`src/rtl/gray_pkg.sv`:
```
// Shared types, default widths and gray/binary helpers for the gray sum accumulator.
package gray_pkg;

  localparam int unsigned GRAY_W_DEF      = 5;
  localparam int unsigned NUM_SAMPLES_DEF = 16;
  localparam int unsigned ACC_W_DEF       = 9;

  typedef enum logic [1:0] {IDLE, COLLECT, HOLD} gacc_state_t;

  // Each binary bit is the XOR of all gray bits at or above it: a prefix-XOR scan from the top.
  function automatic logic [31:0] gray2bin(input logic [31:0] g, input int unsigned w);
    logic [31:0] b;
    logic [31:0] mask;
    mask = (w >= 32) ? '1 : ((32'd1 << w) - 32'd1);
    b = g & mask;
    for (int s = 1; s < 32; s = s * 2) begin
      b = b ^ (b >> s);
    end
    return b;
  endfunction

  function automatic logic [31:0] bin2gray(input logic [31:0] b);
    return b ^ (b >> 1);
  endfunction

endpackage

```
`src/rtl/gray2bin_conv.sv`:
```
// Combinational gray-to-binary converter of parameterised width.
module gray2bin_conv
  import gray_pkg::*;
#(
  parameter int unsigned W = GRAY_W_DEF
) (
  input  logic [W-1:0] gray,
  output logic [W-1:0] bin
);

  assign bin = W'(gray2bin(32'(gray), W));

endmodule

```
`src/rtl/gray_sum_accumulator.sv`:
```
// Accumulates a batch of gray-coded sums into a saturating binary total with valid/ready I/O.
// Optional gray-coded total output enabled by defining GRAY_SUM_GRAY_OUT_EN.
module gray_sum_accumulator
  import gray_pkg::*;
#(
  parameter int unsigned GRAY_W      = GRAY_W_DEF,
  parameter int unsigned NUM_SAMPLES = NUM_SAMPLES_DEF,
  parameter int unsigned ACC_W       = ACC_W_DEF
) (
  input  logic              clk,
  input  logic              rst_n,
  input  logic              start,
  input  logic              in_valid,
  output logic              in_ready,
  input  logic [GRAY_W-1:0] in_gray,
  output logic              out_valid,
  input  logic              out_ready,
  output logic [ACC_W-1:0]  out_sum,
  output logic              overflow,
  output logic              busy
`ifdef GRAY_SUM_GRAY_OUT_EN
  , output logic [ACC_W-1:0] out_gray
`endif
);

  localparam int unsigned CNT_W = $clog2(NUM_SAMPLES + 1);
  localparam logic [CNT_W-1:0] LAST = CNT_W'(NUM_SAMPLES - 1);

  gacc_state_t      state_q, state_d;
  logic [ACC_W-1:0] acc_q, acc_d;
  logic [CNT_W-1:0] count_q, count_d;
  logic             ovf_q, ovf_d;
  logic [GRAY_W-1:0] in_bin;
  logic [ACC_W:0]   sum_ext;

  gray2bin_conv #(
    .W(GRAY_W)
  ) u_conv (
    .gray(in_gray),
    .bin (in_bin)
  );

  // One spare bit catches any carry out of the accumulator for saturation.
  assign sum_ext = {1'b0, acc_q} + (ACC_W + 1)'(in_bin);

  always_comb begin
    state_d = state_q;
    acc_d   = acc_q;
    count_d = count_q;
    ovf_d   = ovf_q;
    unique case (state_q)
      IDLE: begin
        if (start) begin
          acc_d   = '0;
          count_d = '0;
          ovf_d   = 1'b0;
          state_d = COLLECT;
        end
      end
      COLLECT: begin
        if (in_valid) begin
          if (sum_ext[ACC_W]) begin
            acc_d = '1;
            ovf_d = 1'b1;
          end else begin
            acc_d = sum_ext[ACC_W-1:0];
          end
          count_d = count_q + 1'b1;
          if (count_q == LAST) state_d = HOLD;
        end
      end
      HOLD: begin
        if (out_ready) state_d = IDLE;
      end
      default: state_d = IDLE;
    endcase
  end

  always_ff @(posedge clk or negedge rst_n) begin
    if (!rst_n) begin
      state_q <= IDLE;
      acc_q   <= '0;
      count_q <= '0;
      ovf_q   <= 1'b0;
    end else begin
      state_q <= state_d;
      acc_q   <= acc_d;
      count_q <= count_d;
      ovf_q   <= ovf_d;
    end
  end

  // Handshake outputs decode only the state register, so nothing reaches them from the inputs.
  assign in_ready  = (state_q == COLLECT);
  assign out_valid = (state_q == HOLD);
  assign busy      = (state_q != IDLE);
  assign out_sum   = acc_q;
  assign overflow  = ovf_q;

`ifdef GRAY_SUM_GRAY_OUT_EN
  logic [ACC_W-1:0] out_gray_q;

  always_ff @(posedge clk or negedge rst_n) begin
    if (!rst_n) begin
      out_gray_q <= '0;
    end else begin
      out_gray_q <= ACC_W'(bin2gray(32'(acc_d)));
    end
  end

  assign out_gray = out_gray_q;
`endif

endmodule

```
`config.mk`:
```
export PLATFORM = sky130hd
export DESIGN_NAME = gray_sum_accumulator
export DESIGN_NICKNAME = d
export VERILOG_FILES = /design/src/rtl/gray_pkg.sv /design/src/rtl/gray2bin_conv.sv /design/src/rtl/gray_sum_accumulator.sv
export SDC_FILE = /design/constraint.sdc
export NUM_CORES = 1
export LEC_CHECK = 0
export CELL_PAD_IN_SITES_DETAIL_PLACEMENT = 0
export CELL_PAD_IN_SITES_GLOBAL_PLACEMENT = 2
export CORE_MARGIN = 2
export CORE_UTILIZATION = 35
export CTS_BUF_LIST = sky130_fd_sc_hd__clkbuf_4
export DETAILED_ROUTE_END_ITERATION = 7
export PLACE_DENSITY = 0.94
export SLEW_MARGIN = 20
export SYNTH_ARGS = -nofsm -noshare
export SYNTH_HDL_FRONTEND = slang
export SYNTH_SLANG_ARGS = --single-unit
```
`constraint.sdc`:
```
create_clock -name clk -period 4.1 [get_ports clk]
set_clock_uncertainty 0.1 [all_clocks]
set_input_delay 1.025 -clock clk [delete_from_list [all_inputs] [get_ports clk]]
set_output_delay 1.025 -clock clk [all_outputs]
set_load 0.1 [all_outputs]
```
==> key figures, run 1 <==
Status
  • Status: complete, no violations

Logic synthesis
  • Syn Nets: 121
  • Synth Area per Inst: 10.5 µm²
  • Main synth FF type: dfrtp_1
  • Post-synthesis sequential area ratio: 39.5%
  • Count of unique library cells instantiated by Yosys: 39
  • Cell count after synthesis: 103
  • Cell area after synthesis: 1080 µm²
  • Post-synth EDFFs: 0
  • FF+latch count, synth: 17
  • Fraction of registers with async set or reset after synthesis: 100%
  • YS warnings: 0

Worst setup path
  • Worst Setup End Kind: register
  • FF-to-FF path depth: 6
  • Crit Reg-Reg Startpoint: out_sum[0]$_DFFE_PN0P_
  • R2R setup slack: 1900 ps
  • Worst Path Max Fanout: 3
  • CP startpoint kind: input pin
  • Arrival time worst endpoint: roughly 3800 ps
  • Worst setup path start: in_gray[4]
  • Setup Crit Path Kind: in -> reg
  • Worst R2R End: out_sum[6]$_DFFE_PN0P_
  • Worst Path Required: between 4000 and 5000 ps

Die
  • Initial core utilization: 36.2%
  • Die area: 3540 µm²
  • Std cell rows: 20
  • I/O pin count: 23
  • Area of the core: between 2000 and 3000 µm²
  • Die H: 59.5 µm
  • Die Width: approximately 59 µm

Final layout
  • Layout cells sized above 1: between 10% and 20%
  • Commonest non-fill, non-tap cell in the layout: clkdlybuf4s50_1
  • Area Overhead vs Synth: 26.7%
  • Antenna fix cells: 0
  • Fillers: 290
  • Nets: 149
  • Highest-count cells in the layout ignoring fill and taps: clkdlybuf4s50_1 (19), dfrtp_1 (17), nor2_1 (11), o21ai_0 (7), ha_1 (7)

GRT
  • Tot GR Track Use: 15.8%
  • Antenna violations before repair: 0
  • Vias in the first global route: 919
  • Grt total ovfl: 0
  • Global-route wire length before repair: 4200 µm
  • Largest net degree at the start of global routing: 18

Clock network
  • Clock root buffer: clkbuf_4
  • Clock Path Buffers: 2
  • CTS buffer count: 3
  • Clock slew seen by the registers of the worst setup and hold paths: 100 ps
  • Post-cts resize count: 0
  • Cts hold-fix bufs: 0
  • Worst skew pair latency: 290 ps
  • CTS tree: yes
  • Postcts setup bufs: 0
  • H-tree depth: 1
  • Sink Count: 17

Hold path
  • Worst Hold Launch: count_q[4]$_DFFE_PN0P_
  • Hold Path Sink: count_q[4]$_DFFE_PN0P_
  • Hold Crit Depth: 2
  • Worst hold-check path type: reg -> reg

Timing
  • Minimum clock period: roughly 3700 ps
  • Fmax: 269 MHz
  • Fin. max-slew vios: 0
  • Worst-Margin Slew: 970 ps
  • Final period utilization: 90.7%
  • RSZ-0062 raised after global routing: no
  • Fin. Hold Viols: 0
  • Final Setup Violations: 0
  • Setup tns final: 0 ps
  • Relative slew margins: between 30% and 40%

Job
  • Max Cap Viol: 0

Detailed routing
  • TritonRoute pass-1 iters: 4
  • Final ANT Viol Nets: 0
  • Met2 Wirelength: 1130 µm
  • Per-cell routed wire length: 14.8 µm
  • Vias: 909
  • Via/cell ratio: 5.58
  • Metal3 WL: 91 µm
  • Drt total wl: between 2000 and 2500 µm
  • DRC errors left: 0
  • Initial detailed-routing violation count: 26
  • WL met1: 1170 µm
  • Highest metal used: met4

Place
  • PortBufs: 22
  • GPL Wtd Cong: between 0.7 and 0.8
  • DP HPWL: 1760 µm
## synth_stat cells (all sizes together) (3+ instances only)
master  instances  area, µm²
ha              7       87.6
o21ai           7       35.0
a211oi          5       42.5
dfrtp          17        425
xnor2           3       26.3
a221o           4       40.0
inv             5       18.8
xor2            5       43.8
nand2           5       26.3
nor2           12       47.6
## area by class of cell
type	instances	area (µm²)	area share, %
multi-input cells	80	622	45.6
flip-flops and latches	17	425	31.2
repair buffers	24	228	16.7
well taps	33	41.3	3.02
clock buffers	4	30.0	2.20
inverters	5	18.8	1.37
## flip-flops by register name (all words and copies together), names as in the netlist
name,cells
out_sum,9
count_q,5
state_q,2
overflow,1
## worst max-delay path, cell delays in order
cell and delay, ps:
clkdlybuf4s50_1 500, xor2_1 240, xnor2_1 190, xnor2_1 190, xor2_1 100, ha_1 240, fa_1 430, a211oi_1 230
o21bai_1 130, a32oi_1 190, or3b_1 350
## routing by layer
| metal | track usage (%) | vias to the layer above |
|---|---|---|
| met5 | 0 | - |
| met2 | 23.4 | 18 |
| met1 | 22.4 | 448 |
| li1 | - | 441 |
| met3 | 1.97 | 2 |
| met4 | 8.12 | 0 |
## through the flow
stage	cell area (µm²)	hold slack, ps	setup WS (ps)	utilization (%)	instances
after detailed placement	1340	379	70.7	44.8	159
after floorplan	1080	350	594	-	103
after global routing	1370	457	159	45.8	163
after CTS	1370	416	391	45.8	163
final	1370	411	381	45.8	163
after global placement	1340	367	146	44.8	159
## cells by family after synthesis
logic type	share of synthesized area (%)
fa+ha+maj	9.99
simple gates	18.6
compound gates	22.6
buf+inv	2.79
flops	39.5
xor+xnor	6.50
## worst max-delay path by stage
stage / endpoint / slack, ps / depth (start not counted)
2_1_floorplan: out_sum[6]$_DFFE_PN0P_ / 590 / 10
3_3_place_gp: out_sum[6]$_DFFE_PN0P_ / 150 / 11
3_5_place_dp: out_sum[6]$_DFFE_PN0P_ / 70 / 11
4_1_cts: out_sum[6]$_DFFE_PN0P_ / 390 / 11
5_1_grt: out_sum[6]$_DFFE_PN0P_ / 160 / 11
6_report: out_sum[6]$_DFFE_PN0P_ / 380 / 11
Power of run 1 is not shown: default switching activity piles up to over one toggle a cycle in this logic, so the estimate is an artifact.
==> run 2, diff against run 1 <==
--- a/config.mk
+++ b/config.mk
@@ -12,6 +12,7 @@
 export CTS_BUF_LIST = sky130_fd_sc_hd__clkbuf_4
 export DETAILED_ROUTE_END_ITERATION = 7
 export PLACE_DENSITY = 0.94
+export REMOVE_ABC_BUFFERS = 1
 export SLEW_MARGIN = 20
 export SYNTH_ARGS = -nofsm -noshare
 export SYNTH_HDL_FRONTEND = slang
==> run 2 against run 1 <==
Setup slack better by 40 ps; via count fell by 4.6%; register-to-register slack hardly changed; worst hold slack worse by 24 ps; critical path depth unchanged; cell count unchanged; flip-flop and latch count unchanged; cell area decreased by 0.18%; critical endpoint unchanged.
==> key figures, run 2 (synthesis results as in run 1) <==
Die
  • I/O pin count: 23
  • Die Width: roughly 59 µm
  • Die area: 3540 µm²
  • Die H: 59.5 µm
  • Initial core utilization: a little over a third
  • Area of the core: 2980 µm²
  • Std cell rows: 20

Hold path
  • Worst hold-check path type: reg -> reg
  • Hold Crit Depth: 2

Final layout
  • Nets: roughly 150
  • Register area: 425 µm²
  • Highest-count cells in the layout ignoring fill and taps: clkdlybuf4s50_1 (19), dfrtp_1 (17), nor2_1 (11), o21ai_0 (7), ha_1 (7)
  • Antenna fix cells: 0
  • Fillers: around 280
  • Commonest non-fill, non-tap cell in the layout: clkdlybuf4s50_1
  • Layout cells sized above 1: 11.5%
  • Area Overhead vs Synth: 26.5%
  • Post-layout util: 45.8%
  • Multi-input gate area: 622 µm²
  • Largest register FFs: 9

Worst setup path
  • CP max stage cell: clkdlybuf4s50_1
  • Arrival time worst endpoint: 3760 ps
  • Setup Crit Path Kind: in -> reg
  • Worst Path Required: 4180 ps
  • FF-to-FF path depth: 6
  • Worst Setup End Kind: register
  • Worst Path Max Fanout: 3
  • Max incr delay on CP: about 500 ps
  • Cell chain of the critical path: clkdlybuf4s50_1 > xor2_1 > xnor2_1 > xnor2_1 > xor2_1 > ha_1 > fa_1 > a211oi_1 > o21bai_1 > a32oi_1 > or3b_1
  • CP startpoint kind: input pin

Clock network
  • Clock root buffer: clkbuf_4
  • Postcts setup bufs: 0
  • Sink Count: 17
  • Cts hold-fix bufs: 0
  • Clock slew seen by the registers of the worst setup and hold paths: 110 ps
  • H-tree depth: 1
  • Worst skew pair latency: 300 ps
  • CTS tree: yes
  • Clock Path Buffers: 2
  • Post-cts resize count: 0
  • CTS buffer count: 3

Detailed routing
  • Initial detailed-routing violation count: 21
  • TritonRoute pass-1 iters: 4
  • DRC errors left: 0
  • Per-cell routed wire length: 13.8 µm
  • Via/cell ratio: 5.32
  • Drt total wl: 2250 µm
  • Final ANT Viol Nets: 0
  • Vias: roughly 870

Timing
  • Fin. Hold Viols: 0
  • Setup tns final: 0 ps
  • Final period utilization: 89.8%
  • Fmax: between 200 and 300 MHz
  • RSZ-0062 raised after global routing: no
  • Worst-Margin Slew: 978 ps
  • Relative slew margins: 34.6%
  • Final Setup Violations: 0
  • Fin. max-slew vios: 0
  • Minimum clock period: approximately 3700 ps

GRT
  • GRT Max-Usage Layer: met2
  • Global-route wire length before repair: 3750 µm
  • Largest net degree at the start of global routing: 18
  • Tot GR Track Use: 14.2%
  • Met2 Usage GRT: between 20% and 30%
  • M1 GR Usage: ~19%
  • Grt total ovfl: 0
  • Met3 GRT Util: 5.24%
  • Vias in the first global route: around 810
  • Antenna violations before repair: 0

Job
  • Max Cap Viol: 0

Place
  • PortBufs: 22
  • DP HPWL: 1720 µm
  • GPL Wtd Cong: between 0.7 and 0.8

Status
  • Status: complete, no violations
[run 2: cell type report]
cell class / instances / share of cell area (%)
Inverter: 5 / 1.38
Sequential cell: 17 / 31.2
Clock buffer: 3 / 1.65
Timing Repair Buffer: 24 / 16.7
Tap cell: 33 / 3.03
Multi-Input combinational cell: 80 / 45.6
Clock inverter: 1 / 0.367
[run 2: path summary, 6_finish.rpt]
path	endpoint	start	slack, ps
min in group asynchronous	state_q[1]$_DFFE_PN0P_	rst_n	1080
worst min register to register	count_q[4]$_DFFE_PN0P_	count_q[4]$_DFFE_PN0P_	390
worst max register to register	out_sum[6]$_DFFE_PN0P_	out_sum[0]$_DFFE_PN0P_	1900
max in group asynchronous	out_sum[3]$_DFFE_PN0P_	rst_n	2330
worst min-delay path	count_q[4]$_DFFE_PN0P_	count_q[4]$_DFFE_PN0P_	390
worst max-delay path	out_sum[6]$_DFFE_PN0P_	in_gray[4]	420
[run 2: through the flow]
step / worst slack (ps) / std cells / area (µm²) / hold WS (ps)
after floorplan: 594 / 102 / 1070 / 350
after global placement: 143 / 159 / 1340 / 366
after detailed placement: 68.7 / 159 / 1340 / 370
after CTS: 402 / 163 / 1360 / 398
after global routing: 227 / 163 / 1360 / 437
final: 420 / 163 / 1360 / 387
[run 2: metal layers]
layer / up-vias / part of all wire [%]
met5: - / 0
met1: 415 / 47
li1: 438 / -
met2: 12 / 50
met3: 2 / 2.8
met4: 0 / 0.40
[run 2: worst max-delay path, delay by kind of cell]
| kind | cells | cell delay (ps) |
|---|---|---|
| AO/OA/AOI/OAI | 3 | 520 |
| XOR/XNOR | 4 | 680 |
| adder cells (fa/ha/maj) | 2 | 670 |
| buffers and inverters | 1 | 500 |
| AND/OR/NAND/NOR | 1 | 370 |
Power of run 2 is left out for the same reason.
==> run 3, diff against run 2 <==
--- a/config.mk
+++ b/config.mk
@@ -5,7 +5,7 @@
 export SDC_FILE = /design/constraint.sdc
 export NUM_CORES = 1
 export LEC_CHECK = 0
-export CELL_PAD_IN_SITES_DETAIL_PLACEMENT = 0
+export CELL_PAD_IN_SITES_DETAIL_PLACEMENT = 1
 export CELL_PAD_IN_SITES_GLOBAL_PLACEMENT = 2
 export CORE_MARGIN = 2
 export CORE_UTILIZATION = 35
==> constraint.sdc (replaced) <==
create_clock -name clk -period 4.1 [get_ports clk]
set_clock_uncertainty 0.1 [all_clocks]
set_input_delay 1.025 -clock clk [delete_from_list [all_inputs] [get_ports clk]]
set_output_delay 1.025 -clock clk [all_outputs]
set_load 0.01 [all_outputs]
==> run 3 against run 2 <==
Register-to-register slack got worse by 60 ps; worst hold slack improved by 12 ps; flip-flop and latch count unchanged.
==> key figures, run 3 (synthesis results as in run 1) <==
Status
  • Status: complete, no violations

Detailed routing
  • Vias: 914
  • Initial detailed-routing violation count: 9
  • Per-cell routed wire length: 16.1 µm
  • Via/cell ratio: 5.61
  • TritonRoute pass-1 iters: 4
  • Final ANT Viol Nets: 0
  • DRC errors left: 0
  • Drt total wl: 2630 µm

Worst setup path
  • Cell chain of the critical path: clkdlybuf4s50_1 > xor2_1 > xnor2_1 > xnor2_1 > xor2_1 > ha_1 > fa_1 > a211oi_1 > o21bai_1 > a32oi_1 > or3b_1
  • Setup Crit Path Kind: in -> reg
  • Max incr delay on CP: 490 ps
  • CP startpoint kind: input pin
  • Worst R2R End: out_sum[6]$_DFFE_PN0P_
  • Worst setup path start: in_gray[4]
  • Crit Reg-Reg Startpoint: out_sum[0]$_DFFE_PN0P_
  • Arrival time worst endpoint: roughly 3800 ps
  • CP max stage cell: clkdlybuf4s50_1
  • FF-to-FF path depth: 6
  • Worst Path Max Fanout: 3
  • Worst Path Required: between 4000 and 5000 ps
  • Buf+Inv Stages, Crit Path: 1
  • CP delay by family, top: XOR/XNOR gates
  • Worst Setup End Kind: register
  • R2R setup slack: 1840 ps

Power and ir drop
  • Leakage: 0.603 nW
  • Pwr Total: 0.939 mW
  • Max rail drop VDD: approximately 0.30 mV
  • Pwr/cell area: a little under 700 nW/µm²

Die
  • Area of the core: 2980 µm²
  • Std cell rows: 20
  • Die Width: 59.5 µm
  • Die area: roughly 3500 µm²
  • I/O pin count: 23
  • Initial core utilization: 36.2%
  • Die H: 59.5 µm

Hold path
  • Hold Crit Depth: 2
  • Worst hold-check path type: reg -> reg
  • Worst Hold Launch: count_q[4]$_DFFE_PN0P_
  • Hold Path Sink: count_q[4]$_DFFE_PN0P_

Clock network
  • H-tree depth: 1
  • Postcts setup bufs: 0
  • CTS tree: yes
  • Sink Count: 17
  • Worst skew pair latency: 310 ps
  • Clock slew seen by the registers of the worst setup and hold paths: 120 ps
  • Post-cts resize count: 0
  • Cts hold-fix bufs: 0
  • Clock Path Buffers: 2
  • CTS buffer count: 3
  • Clock root buffer: clkbuf_4

Timing
  • Relative slew margins: 45.1%
  • Hold WS: 399 ps
  • Fin. max-slew vios: 0
  • Fmax: 268 MHz
  • Fin. Hold Viols: 0
  • Final Setup Violations: 0
  • Worst-Margin Slew: 821 ps
  • Worst Slack Setup Final: 365 ps
  • RSZ-0062 raised after global routing: no
  • Minimum clock period: 3740 ps
  • Final period utilization: 91.1%
  • Setup tns final: 0 ps

Place
  • GPL Wtd Cong: 0.753
  • DP HPWL: 2050 µm
  • Placed Cells: 159
  • Post-Place Cell Area: 1340 µm²
  • PortBufs: 22
  • Pre-CTS WS: about 8.7 ps

GRT
  • Antenna violations before repair: 0
  • Global-route wire length before repair: 4460 µm
  • Grt total ovfl: 0
  • Met2 Usage GRT: 28.7%
  • M1 GR Usage: a little over a fifth
  • Vias in the first global route: 954
  • Largest net degree at the start of global routing: 18
  • Tot GR Track Use: 16.8%
  • GRT Max-Usage Layer: met2
  • Met3 GRT Util: under 10%

Final layout
  • Nets: 149
  • Highest-count cells in the layout ignoring fill and taps: clkdlybuf4s50_1 (22), dfrtp_1 (17), nor2_1 (11), o21ai_0 (7), ha_1 (7)
  • Antenna fix cells: 0
  • Layout cells sized above 1: under 10%
  • Non-Filler Instances: roughly 160
  • Post-Layout Inst Area: around 1400 µm²
  • Area Overhead vs Synth: 27.2%
  • Largest register FFs: 9
  • Commonest non-fill, non-tap cell in the layout: clkdlybuf4s50_1
  • Post-layout util: 46.0%

Job
  • Max Cap Viol: 0
[run 3: layer usage]
metal	up-vias	share of wire, %	wire [µm]
met5	-	0	0
met4	0	1.0	27
met3	5	2.3	60
met2	10	52	1360
met1	460	45	1180
li1	439	-	-
[run 3: how the worst max path moves through the flow]
stage,endpoint,cells after the start
finish,out_sum[6]$_DFFE_PN0P_,11
global route,out_sum[6]$_DFFE_PN0P_,11
floorplan,out_sum[6]$_DFFE_PN0P_,10
global placement,out_sum[6]$_DFFE_PN0P_,11
detailed placement,out_sum[6]$_DFFE_PN0P_,11
CTS,out_sum[6]$_DFFE_PN0P_,11
[run 3: cell type report]
cell class / count / area (µm²)
Clock inverter: 1 / 5.00
Tap cell: 33 / 41.3
Timing Repair Buffer: 24 / 235
Sequential cell: 17 / 425
Inverter: 5 / 18.8
Clock buffer: 3 / 22.5
Fill cell: 338 / 1610
Multi-Input combinational cell: 80 / 622
[run 3: power breakdown]
| group | switching, mW | total (mW) | internal (mW) |
|---|---|---|---|
| clock | 0.0600 | 0.0964 | 0.0364 |
| sequential | 0.0808 | 0.318 | 0.237 |
| combinational | 0.254 | 0.524 | 0.270 |
| total | 0.395 | 0.939 | 0.544 |
[run 3: worst register-to-register path, stage by stage, from the launching register on]
cell and delay, ps:
dfrtp_1 420, ha_1 260, fa_1 430, a211oi_1 230, o21bai_1 120, a32oi_1 200, or3b_1 380
Power figures use the tool's default switching activity.
